**src/rtl/alu_cmd_issuer.sv**
```systemverilog
// alu_cmd_issuer: command-side master for alu_16bit_low_power.
// Buffers commands in a small FIFO, issues them one at a time to the ALU, captures the
// result and flags, and returns them on a valid/ready response port. It also owns the ALU
// power policy: alu_enable rises only around bursts of work and drops after an idle timeout.
//
// Ports:
//   clk, rst                     clock, asynchronous active-high reset
//   cmd_valid/cmd_ready          command handshake; cmd_a, cmd_b, cmd_op carry the command
//   alu_a, alu_b, alu_op         registered operands/opcode to the ALU (change only on issue)
//   alu_enable                   registered ALU clock-gate enable
//   alu_result/zero/carry        ALU outputs, sampled ALU_LAT cycles after the operand cycle
//   rsp_valid/rsp_ready          response handshake; rsp_result, rsp_zero, rsp_carry held
//   busy                         FSM awake or FIFO non-empty
//
// Optional build macro ALU_ISS_STATS_EN adds stat_ops (responses accepted) and stat_gated
// (cycles with alu_enable low), both 16-bit saturating counters.

module alu_cmd_issuer #(
    parameter int unsigned DATA_W    = 16,
    parameter int unsigned OP_W      = 3,
    parameter int unsigned CMD_DEPTH = 4,
    parameter int unsigned WAKE_CYC  = 1,
    parameter int unsigned ALU_LAT   = 1,
    parameter int unsigned IDLE_HOLD = 4
) (
    input  logic              clk,
    input  logic              rst,
    input  logic              cmd_valid,
    output logic              cmd_ready,
    input  logic [DATA_W-1:0] cmd_a,
    input  logic [DATA_W-1:0] cmd_b,
    input  logic [OP_W-1:0]   cmd_op,
    output logic [DATA_W-1:0] alu_a,
    output logic [DATA_W-1:0] alu_b,
    output logic [OP_W-1:0]   alu_op,
    output logic              alu_enable,
    input  logic [DATA_W-1:0] alu_result,
    input  logic              alu_zero,
    input  logic              alu_carry,
    output logic              rsp_valid,
    input  logic              rsp_ready,
    output logic [DATA_W-1:0] rsp_result,
    output logic              rsp_zero,
    output logic              rsp_carry,
    output logic              busy
`ifdef ALU_ISS_STATS_EN
    ,
    output logic [15:0]       stat_ops,
    output logic [15:0]       stat_gated
`endif
);

    localparam int unsigned PTR_W = (CMD_DEPTH > 1) ? $clog2(CMD_DEPTH) : 1;
    localparam int unsigned CNT_W = $clog2(CMD_DEPTH + 1);
    localparam int unsigned ENT_W = 2 * DATA_W + OP_W;
    localparam int unsigned TMR_W = 16;

    typedef enum logic [2:0] {StSleep, StWake, StExec, StResp, StIdle} state_e;

    state_e             state_q;
    logic [TMR_W-1:0]   tmr_q;
    logic [ENT_W-1:0]   fifo_mem [CMD_DEPTH];
    logic [PTR_W-1:0]   wr_ptr_q;
    logic [PTR_W-1:0]   rd_ptr_q;
    logic [CNT_W-1:0]   count_q;
    logic               push;
    logic               pop;
    logic               fifo_nonempty;
    logic [DATA_W-1:0]  head_a;
    logic [DATA_W-1:0]  head_b;
    logic [OP_W-1:0]    head_op;

    // Held low during reset so no command is accepted while the block is being cleared.
    assign cmd_ready     = !rst && (count_q != CNT_W'(CMD_DEPTH));
    assign push          = cmd_valid && cmd_ready;
    assign fifo_nonempty = (count_q != '0);
    assign {head_a, head_b, head_op} = fifo_mem[rd_ptr_q];
    assign busy          = (state_q != StSleep) || fifo_nonempty;

    // Pop exactly on the transitions that enter EXEC; the FSM loads the head in the same edge.
    always_comb begin
        pop = 1'b0;
        unique case (state_q)
            StWake:  pop = (tmr_q == TMR_W'(WAKE_CYC - 1));
            StResp:  pop = rsp_valid && rsp_ready && fifo_nonempty;
            StIdle:  pop = fifo_nonempty;
            default: pop = 1'b0;
        endcase
    end

    // FIFO storage needs no reset: the pointers and count define what is valid.
    always_ff @(posedge clk) begin
        if (push) begin
            fifo_mem[wr_ptr_q] <= {cmd_a, cmd_b, cmd_op};
        end
    end

    always_ff @(posedge clk or posedge rst) begin
        if (rst) begin
            wr_ptr_q <= '0;
            rd_ptr_q <= '0;
            count_q  <= '0;
        end else begin
            if (push) begin
                wr_ptr_q <= wr_ptr_q + PTR_W'(1);
            end
            if (pop) begin
                rd_ptr_q <= rd_ptr_q + PTR_W'(1);
            end
            if (push && !pop) begin
                count_q <= count_q + CNT_W'(1);
            end else if (pop && !push) begin
                count_q <= count_q - CNT_W'(1);
            end
        end
    end

    always_ff @(posedge clk or posedge rst) begin
        if (rst) begin
            state_q    <= StSleep;
            tmr_q      <= '0;
            alu_a      <= '0;
            alu_b      <= '0;
            alu_op     <= '0;
            alu_enable <= 1'b0;
            rsp_valid  <= 1'b0;
            rsp_result <= '0;
            rsp_zero   <= 1'b0;
            rsp_carry  <= 1'b0;
        end else begin
            // Operand isolation: the ALU inputs move only when a command is issued.
            if (pop) begin
                alu_a  <= head_a;
                alu_b  <= head_b;
                alu_op <= head_op;
            end
            unique case (state_q)
                StSleep: begin
                    if (fifo_nonempty) begin
                        state_q    <= StWake;
                        alu_enable <= 1'b1;
                        tmr_q      <= '0;
                    end
                end
                StWake: begin
                    if (pop) begin
                        state_q <= StExec;
                        tmr_q   <= '0;
                    end else begin
                        tmr_q <= tmr_q + TMR_W'(1);
                    end
                end
                StExec: begin
                    // tmr_q counts edges after the operand cycle; capture after ALU_LAT of them.
                    if (tmr_q == TMR_W'(ALU_LAT)) begin
                        rsp_result <= alu_result;
                        rsp_zero   <= alu_zero;
                        rsp_carry  <= alu_carry;
                        rsp_valid  <= 1'b1;
                        state_q    <= StResp;
                    end else begin
                        tmr_q <= tmr_q + TMR_W'(1);
                    end
                end
                StResp: begin
                    if (rsp_valid && rsp_ready) begin
                        rsp_valid <= 1'b0;
                        tmr_q     <= '0;
                        if (fifo_nonempty) begin
                            state_q <= StExec;
                        end else if (IDLE_HOLD > 0) begin
                            state_q <= StIdle;
                        end else begin
                            state_q    <= StSleep;
                            alu_enable <= 1'b0;
                        end
                    end
                end
                StIdle: begin
                    if (fifo_nonempty) begin
                        state_q <= StExec;
                        tmr_q   <= '0;
                    end else if (tmr_q == TMR_W'(IDLE_HOLD - 1)) begin
                        state_q    <= StSleep;
                        alu_enable <= 1'b0;
                    end else begin
                        tmr_q <= tmr_q + TMR_W'(1);
                    end
                end
                default: begin
                    state_q    <= StSleep;
                    alu_enable <= 1'b0;
                end
            endcase
        end
    end

`ifdef ALU_ISS_STATS_EN
    always_ff @(posedge clk or posedge rst) begin
        if (rst) begin
            stat_ops   <= '0;
            stat_gated <= '0;
        end else begin
            if (rsp_valid && rsp_ready && (stat_ops != 16'hFFFF)) begin
                stat_ops <= stat_ops + 16'd1;
            end
            if (!alu_enable && (stat_gated != 16'hFFFF)) begin
                stat_gated <= stat_gated + 16'd1;
            end
        end
    end
`else
    // Statistics counters are not built in this configuration.
`endif

endmodule
```
**config.mk**
```make
export PLATFORM = sky130hd
export DESIGN_NAME = alu_cmd_issuer
export DESIGN_NICKNAME = d
export VERILOG_FILES = /design/src/rtl/alu_cmd_issuer.sv
export SDC_FILE = /design/constraint.sdc
export NUM_CORES = 1
export LEC_CHECK = 0
export CORE_UTILIZATION = 55
export DETAILED_ROUTE_END_ITERATION = 8
export PLACE_DENSITY = 0.9
export SETUP_SLACK_MARGIN = 0.5
export SYNTH_ARGS = -nofsm -noshare
export SYNTH_HDL_FRONTEND = slang
export SYNTH_SLANG_ARGS = --single-unit
```
**constraint.sdc**
```tcl
create_clock -name clk -period 3.8 [get_ports clk]
set_input_delay 1.14 -clock clk [delete_from_list [all_inputs] [get_ports clk]]
set_output_delay 1.14 -clock clk [all_outputs]
set_load 0.01 [all_outputs]
```
---- Word level (Yosys, flattened, before mapping) ----
Memory sizes are Yosys's and may differ from the RTL's. A register that Yosys moved wholly into a read port is not among the register bits.
Index checks and enable logic that the tools add are counted.
operators by class
  add/sub/neg operators ................... 5
  equal/unequal tests ..................... 16
  muxes and demuxes ....................... 27
  bitwise logic cells ..................... 1
  reduce and logical (&&, ||, !) cells .... 23
operators by type and width
  kind                   count
  $mux 16                6
  $pmux 16 s5            1
  $mux 3                 9
  $add 16x1->16 const B  1
  $eq 16x1->1 const B    1
  $eq 16x2->1 const B    1
  $logic_not 16->1       1
  $pmux 3 s5             1
  $ne 2x2->1 const B     7
  $reduce_and 5->1       2
  $ne 3x3->1 const B     3
  $mux 1                 7
  $eq 3x2->1 const B     2
  $logic_and 1x1->1      6
  $pmux 1 s3             2
  $reduce_bool 3->1      2
  $reduce_bool 5->1      1
  $add 2x1->2 const B    2
  $reduce_and 4->1       1
  $reduce_bool 2->1      2
  $add 3x1->3 const B    1
  $eq 3x1->1 const B     1
  $eq 3x3->1 const B     1
  $logic_not 1->1        3
  other kinds (8)        8
word-level totals
  register bits ........................... 46
  memory bits (writable) .................. 140
  bits of input ports ..................... 57
  output and inout port bits .............. 57
  word-level logic and storage cells ...... 83
  memories ................................ 1
memory list
  memory    words  bits a word  read ports  clocked after Yosys merged registers in  write ports  line  source
  fifo_mem  4      35           1           1                                        1            62    logic [ENT_W-1:0] fifo_mem [CMD_DEPTH];

---- Depth between registers and ports, before layout ----
Gate-level depths: netlist (run 1).
  depth in word-level cells ............... 7
  mapped depth ............................ 13
  mapped depth without buffers ............ 11

---- Least setup slack after synthesis (run 1) ----
OpenSTA, ideal clock, no wires.
  kind .................................... input-to-reg
  start point ............................. input rsp_ready
  end point ............................... register count_q[2]
  library setup time ...................... 0.079 ns
  arrival ................................. 2.812 ns
  data required time ...................... 3.721 ns
  slack ................................... 0.908 ns
  stages on the path ...................... 11
  path buffers ............................ 2
  cells stage by stage .................... nand2_1 > o21ai_0 > a32oi_1 > buf_4 > buf_6 > ha_1 > inv_1 > fa_1 > xor2_1 > nor2_1 > xor2_1
on the way
  cells in the longest elaborated chain, start to end .. 6
  elaborated cells on any way between the ends .. 8
  classes of those cells .................. mux (2); reduce/logical (6)
ends and longest elaborated chain
  item                                         line  source
  start: declaration                           41    input logic rsp_ready,
  $logic_and 1x1->1 (*) (2 in a row)           85    StResp: pop = rsp_valid && rsp_ready && fifo_nonempty;
  $pmux 1 s3 (*)                               83    unique case (state_q)
  $logic_not 1->1                              110   if (push && !pop) begin
  $logic_and 1x1->1                            110
  $mux 3 or $reduce_bool 2->1 (tied branches)  --
  end signal: assignment                       111   count_q <= count_q + CNT_W'(1);
  end signal: assignment                       113   count_q <= count_q - CNT_W'(1);
  end: declaration                             65    logic [CNT_W-1:0] count_q;
Every way passes the cells marked *; elsewhere a longest branch is shown, timed or not.
A chain may end at the register's enable or synchronous reset.

---- Worst setup path after layout (run 1) ----
  start point ............................. input rst
  end point ............................... output cmd_ready
on the way
  cells in the longest elaborated chain, start to end .. 2
ends and longest elaborated chain
  item                              line  source
  start: declaration                27    input logic rst,
  $logic_not 1->1 (no source line)  --
  $logic_and 1x1->1                 74    assign cmd_ready = !rst && (count_q != CNT_W'(CMD_DEPTH));
  end: declaration                  29    output logic cmd_ready,
No other way between the ends.

==> results of run 1 <==
[synth_stat cells (6+ instances only)]
master    number
edfxtp_1     140
dfrtp_1       81
mux4_2        35
mux2_2        27
inv_1         20
mux2_4        18
nand2_1       15
o22ai_1       14
a211oi_1      12
nand3_1       12
mux2_1        10
clkbuf_1       9
ha_1           8
nor2_1         8
o21ai_0        8
and3_1         6
[cell families (layout without fill, tap and decap cells)]
group / after synthesis / after routing
adders and majority gates: 9 / 9
DFF: 221 / 221
muxes: 91 / 91
buffers and inverters: 42 / 186
xor gates and xnor gates: 8 / 8
AOI/OAI and AO/OA: 47 / 47
and+or+nand+nor: 88 / 88
[routing by layer]
metal / global-route usage / vias to the layer above / routed length, µm
li1: - / 2230 / -
met1: 0.261 / 2578 / 6920
met2: 0.408 / 178 / 9410
met3: 0.0537 / 30 / 1170
met4: 0.0677 / 0 / 421
met5: 0 / - / 0
[state kept, by name (all words and copies together), names as in the netlist]
name / cells
alu_op: 3
alu_b: 16
wr_ptr_q: 2
state_q: 3
rsp_result: 16
tmr_q: 16
rsp_zero: 1
alu_enable: 1
fifo_mem: 140
rsp_carry: 1
rd_ptr_q: 2
alu_a: 16
rsp_valid: 1
count_q: 3
[cell type report]
type                       instances  area, µm²  share of cell area
timing repair buffer             124       1270               0.113
sequential                       221       6230               0.555
tap                              216        270              0.0240
multi-input combinational        243       2560               0.228
clock buffer                      28        614              0.0547
clock inverter                    14        211              0.0188
inverter                          20       76.3             0.00679
[repair_timing]
item / in CTS / in global routing
gates resized for setup: 1 / 1
pin swaps: 0 / 0
hold buffers: 0 / 0
setup endpoints to repair: 1 / 1
buffers inserted: 0 / 0
[critical path: cells and delay by family]
kind            cells  cell delay, ns
buf+inv             2            0.74
compound gates      1            0.18
[metrics by stage]
stage / hold slack (ns) / util / instances / area, µm² / setup WS (ns)
floorplan: 0.497 / - / 506 / 8960 / 0.580
global placement: 0.467 / 0.655 / 824 / 10400 / 0.350
detailed placement: 0.475 / 0.655 / 824 / 10400 / 0.304
CTS: 0.489 / 0.707 / 866 / 11200 / 0.575
global route: 0.509 / 0.708 / 866 / 11200 / 0.530
finish: 0.486 / 0.708 / 866 / 11200 / 0.597
[power by group through the flow]
| stage | registers [mW] | clock network, mW | logic [mW] |
|---|---|---|---|
| after global routing | 2.85 | 2.53 | 0.429 |
| after CTS | 2.83 | 2.45 | 0.402 |
| after detailed placement | 2.87 | 0 | 0.396 |
| final | 2.83 | 2.40 | 0.394 |
| after floorplan | 2.86 | 0 | 0.199 |
| after global placement | 2.86 | 0 | 0.372 |
[worst max-delay path by stage]
stage | from | end | slack (ns) | cells past startpoint
floorplan | rst | alu_a[0] | 0.58 | 1
global placement | rst | cmd_ready | 0.35 | 3
detailed placement | rst | cmd_ready | 0.30 | 3
CTS | state_q[1] | busy | 0.58 | 3
global route | rst | cmd_ready | 0.53 | 3
finish | rst | cmd_ready | 0.60 | 3
==> results.yml, run 1 <==
critical_path:
  r2r-end: "count_q[1]"
  worstReg2RegStart: "tmr_q[4]"
  crit_chain: "clkdlybuf4s50_1, a21oi_1, dlygate4sd2_1"
  cpPeakStageDelay_ns: 0.45
  cp.required_ns: 2.66
  critical_path_class: "in2out"
  crit_fanout: 2
  cp.arrival_ns: 2.06
  r2r_slack_ns: 0.94
  r2r_cells: 7
  slowest_stage: "clkdlybuf4s50_1"
  critPathCaptureType: "output pin"
  start_kind: "primary input"
timing:
  max_freq_mhz: 312
  skew_ns: 0.00991
  setup_violations: 0
  hold_viol: 0
  slew-limit-headroom: 0.376
  tightest_slew_ns: 0.936
  rsz0062_at_grt: "false"
  fin_setup_tns_ns: 0
  period_needed_ns: 3.20
  drv_slew: 0
  period_share: 0.843
cts:
  cts_tree: "built"
  htreeDepth: 1
  clockRootBuffer: "clkbuf_16"
  clockBufferDepth: 3
  cts_inserted_buffers: 23
  cts_num_sinks: 221
  clock_latency_ns: 0.51
  path_clk_slew_ns: 0.06
hold_path:
  hold_path_class: "reg2reg"
  holdPathStages: 1
  min_to: "rsp_result[5]"
  hp-start: "rsp_result[5]"
placement:
  portBuffers: 113
  routabilityCongestion: 0.846
  dpl.hpwl_um: 11100
synth:
  ys_async_sr_fraction: 0.367
  synth_top_cell_by_area: "edfxtp_1"
  yosysWarnings: 0
  synth_top_area_frac: 0.469
  synthTopCellsByArea: "edfxtp_1 47%, dfrtp_1 23%, mux4_2 8.8%, mux2_2 3.4%, mux2_4 3.0%"
  yosys.area_share.simple: 0.0593
  mappedNetlistNets: 572
  syn_inst: 506
  synth-edff-count: 140
  ys_seq_area_frac: 0.695
  syn-cell-area_mm2: 0.00896
  syn_avg_cell_area_um2: 17.7
  synth.area.mux_share: 0.166
  synth_fa_ha_area_frac: 0.0134
  synth_compound_area_frac: 0.0359
  synth_xor_area_frac: 0.00782
  synth_top_family_by_area: "multiplexers"
  synth_cell_types: 51
  ys_ff_latch: 221
  synth_flop_cell: "edfxtp_1"
drt:
  vias: 5016
  viasPerCell: 5.79
  routed_wl_um: 17900
  post_drt_wl_per_cell_um: 20.7
  drt_first_iter_violations: 272
  drc: 0
  antenna_left: 0
  detail_route.first_pass.iterations: 4
floorplan:
  die-area_mm2: 0.0168
  die_w_um: 130
  io-pin-count: 114
  core_mm2: 0.0159
  rows: 46
  initial_core_util: 0.564
  fp.dieH_um: 130
run:
  maxCapViolations: 0
finish:
  layout_commonest_cell: "edfxtp_1"
  fin_nets: 699
  area_growth_pct: 25.4
  drive_gt1_frac: 0.228
  diodes: 0
  n_fill_cell: 989
  final_cell_mix: "140 x edfxtp_1, 112 x clkdlybuf4s50_1, 79 x dfrtp_1"
global_routing:
  grt_usage: 0.224
  grt_pass1_vias: 5412
  grt_overflow: 0
  grt_max_degree: 51
  grt_pass1_wl_um: 28300
  antenna_found_initial: 0
pwr:
  p_comb_frac: 0.070
  p_sw_frac: 0.212
  powerDensity_mw_per_mm2: 500
  p_int_mw: 4.43
  p_switching_mw: 1.20
  p_total_mw: 5.62
  max-vdd-ir-drop_v: 0.000440
  power_frac_seq: 0.503
  p_leak_nw: 4.22
  power_frac_clock: 0.427
run_status:
  outcome: "finished clean"
Power figures use the tool's default switching activity.
==> inputs of run 2 (changes only) <==
==> constraint.sdc (replaced) <==
create_clock -name clk -period 3.1 [get_ports clk]
set_input_delay 0.93 -clock clk [delete_from_list [all_inputs] [get_ports clk]]
set_output_delay 0.93 -clock clk [all_outputs]
set_load 0.01 [all_outputs]
==> run 2 against run 1 <==
Against the previous run: sequential cell count unchanged; design area rose by 1.3%; worst setup slack worse by 0.034 ns; die area is the same; via count grew 1.9%; sequential share of layout area decreased by 0.66 points; first-iteration DRC count is 2.6% higher; global-route usage rose by 0.11 points; utilization up 0.91 points; register-to-register slack worse by 0.38 ns; final cell count grew 1.6%; non-clock buffer count increased by 14; critical path type is now reg2reg.
==> results.yml, run 2 (synthesis results as in run 1) <==
pwr:
  power_frac_clock: 0.416
  p_int_mw: 5.36
  power_frac_seq: 0.510
  p_leak_nw: 4.29
  p_comb_frac: 0.074
  p_switching_mw: 1.45
  p_sw_frac: 0.213
  powerDensity_mw_per_mm2: 599
  max-vdd-ir-drop_v: 0.000585
finish:
  n_fill_cell: 1001
  top_register: "fifo_mem"
  final_cell_mix: "140 x edfxtp_1, 110 x clkdlybuf4s50_1, 75 x dfrtp_1"
  layout_commonest_cell: "edfxtp_1"
  diodes: 0
  finalNonFillerCells: 880
  drive_gt1_frac: 0.262
  final_util: 0.717
  area_growth_pct: 27.0
  fin_nets: 713
  largest_reg_flops: 140
drt:
  detail_route.first_pass.iterations: 5
  drt_first_iter_violations: 279
  wl_met1_um: 6920
  wl_met3_um: 1160
  top_layer: "met4"
  viasPerCell: 5.81
  post_drt_wl_per_cell_um: 20.5
  vias: 5111
  routed_wl_um: 18100
  antenna_left: 0
  wl_met2_um: 9710
  drc: 0
cts:
  clock_latency_ns: 0.52
  htreeDepth: 1
  path_clk_slew_ns: 0.05
  cts_num_sinks: 221
  clockRootBuffer: "clkbuf_16"
  cts_hold_buffers: 0
  cts_tree: "built"
  clockBufferDepth: 3
  cts_inserted_buffers: 23
floorplan:
  die-area_mm2: 0.0168
  initial_core_util: 0.564
  core_mm2: 0.0159
  fp.dieH_um: 130
  rows: 46
  io-pin-count: 114
  die_w_um: 130
global_routing:
  grt_pass1_vias: 5530
  grt_pass1_wl_um: 28400
  grt_usage: 0.225
  grt_max_degree: 38
  grt_overflow: 0
  antenna_found_initial: 0
timing:
  drv_slew: 0
  skew_ns: 0.0215
  rsz0062_at_grt: "false"
  slew-limit-headroom: 0.386
  hold_viol: 0
  period_needed_ns: 2.54
  fin_setup_tns_ns: 0
  max_freq_mhz: 394
  setup_violations: 0
  period_share: 0.818
  tightest_slew_ns: 0.922
critical_path:
  cp_num_buf_inv: 2
  cpPeakStageDelay_ns: 0.59
  critical_path_class: "reg2reg"
  slowest_stage: "or4_4"
  crit_chain: "or4_4, nor4_2, buf_4, a32oi_4, ha_4, inv_2, fa_1, mux2_2"
  crit_fanout: 4
  critPathCaptureType: "register"
  start_kind: "register"
  critical_path.top_delay_family: "simple AND/OR/NAND/NOR gates"
  cp.required_ns: 3.48
  cp.arrival_ns: 2.92
run_status:
  outcome: "finished clean"
run:
  maxCapViolations: 0
placement:
  place_inst: 830
  portBuffers: 113
  routabilityCongestion: 0.855
  dpl.hpwl_um: 11600
hold_path:
  hold_path_class: "reg2reg"
run 2: changes by cell type in the layout (fill, tap and decap cells not counted), moves of 3 or more:
cell and delta:
dfrtp_1 -4, clkbuf_1 +4, dfrtp_2 +4, clkinv_1 -3, clkbuf_8 +3, buf_4 +12
run 2: metal layers:
metal	vias to the layer above	GRT usage
met5	-	0
met4	0	0.0561
met3	28	0.0504
met2	183	0.406
met1	2631	0.274
li1	2269	-
run 2: through the flow:
stage / power [mW] / hold slack (ns) / area (µm²) / worst slack, ns
5_1_grt: 7.05 / 0.520 / 11400 / 0.500
3_3_place_gp: 3.97 / 0.467 / 10500 / 0.0488
2_1_floorplan: 3.75 / 0.497 / 8990 / 0.466
6_report: 6.82 / 0.488 / 11400 / 0.563
4_1_cts: 6.87 / 0.490 / 11300 / 0.429
3_5_place_dp: 4.03 / 0.478 / 10500 / 0.0492
run 2: timing repair:
item / CTS / global route
resized for setup: 12 / 6
setup endpoints to repair: 3 / 3
setup buffers: 1 / 7
pin swaps: 0 / 3
cloned: 0 / 0
run 2: cell type report:
type / count / area, µm² / area share
Sequential cell: 221 / 6240 / 0.548
Multi-Input combinational cell: 243 / 2600 / 0.228
Timing Repair Buffer: 138 / 1400 / 0.123
Clock buffer: 35 / 671 / 0.0589
Tap cell: 216 / 270 / 0.0237
Clock inverter: 7 / 125 / 0.0110
Inverter: 20 / 78.8 / 0.00692
run 2: worst paths after layout:
check	startpoint	to	slack, ns	cells after the start
setup / recovery	tmr_q[3]	count_q[1]	0.56	8
hold / removal	rsp_zero	rsp_zero	0.49	1
setup reg to reg	tmr_q[3]	count_q[1]	0.56	8
hold reg to reg	rsp_zero	rsp_zero	0.49	1
max in group asynchronous	rst	tmr_q[4]	1.80	3
min in group asynchronous	rst	tmr_q[7]	0.66	2
run 2: power groups by stage:
stage	logic, mW	clock network [mW]	registers (mW)
floorplan	0.250	0	3.50
global placement	0.471	0	3.50
detailed placement	0.502	0	3.53
CTS	0.504	2.88	3.48
global route	0.557	3.00	3.50
finish	0.505	2.83	3.48
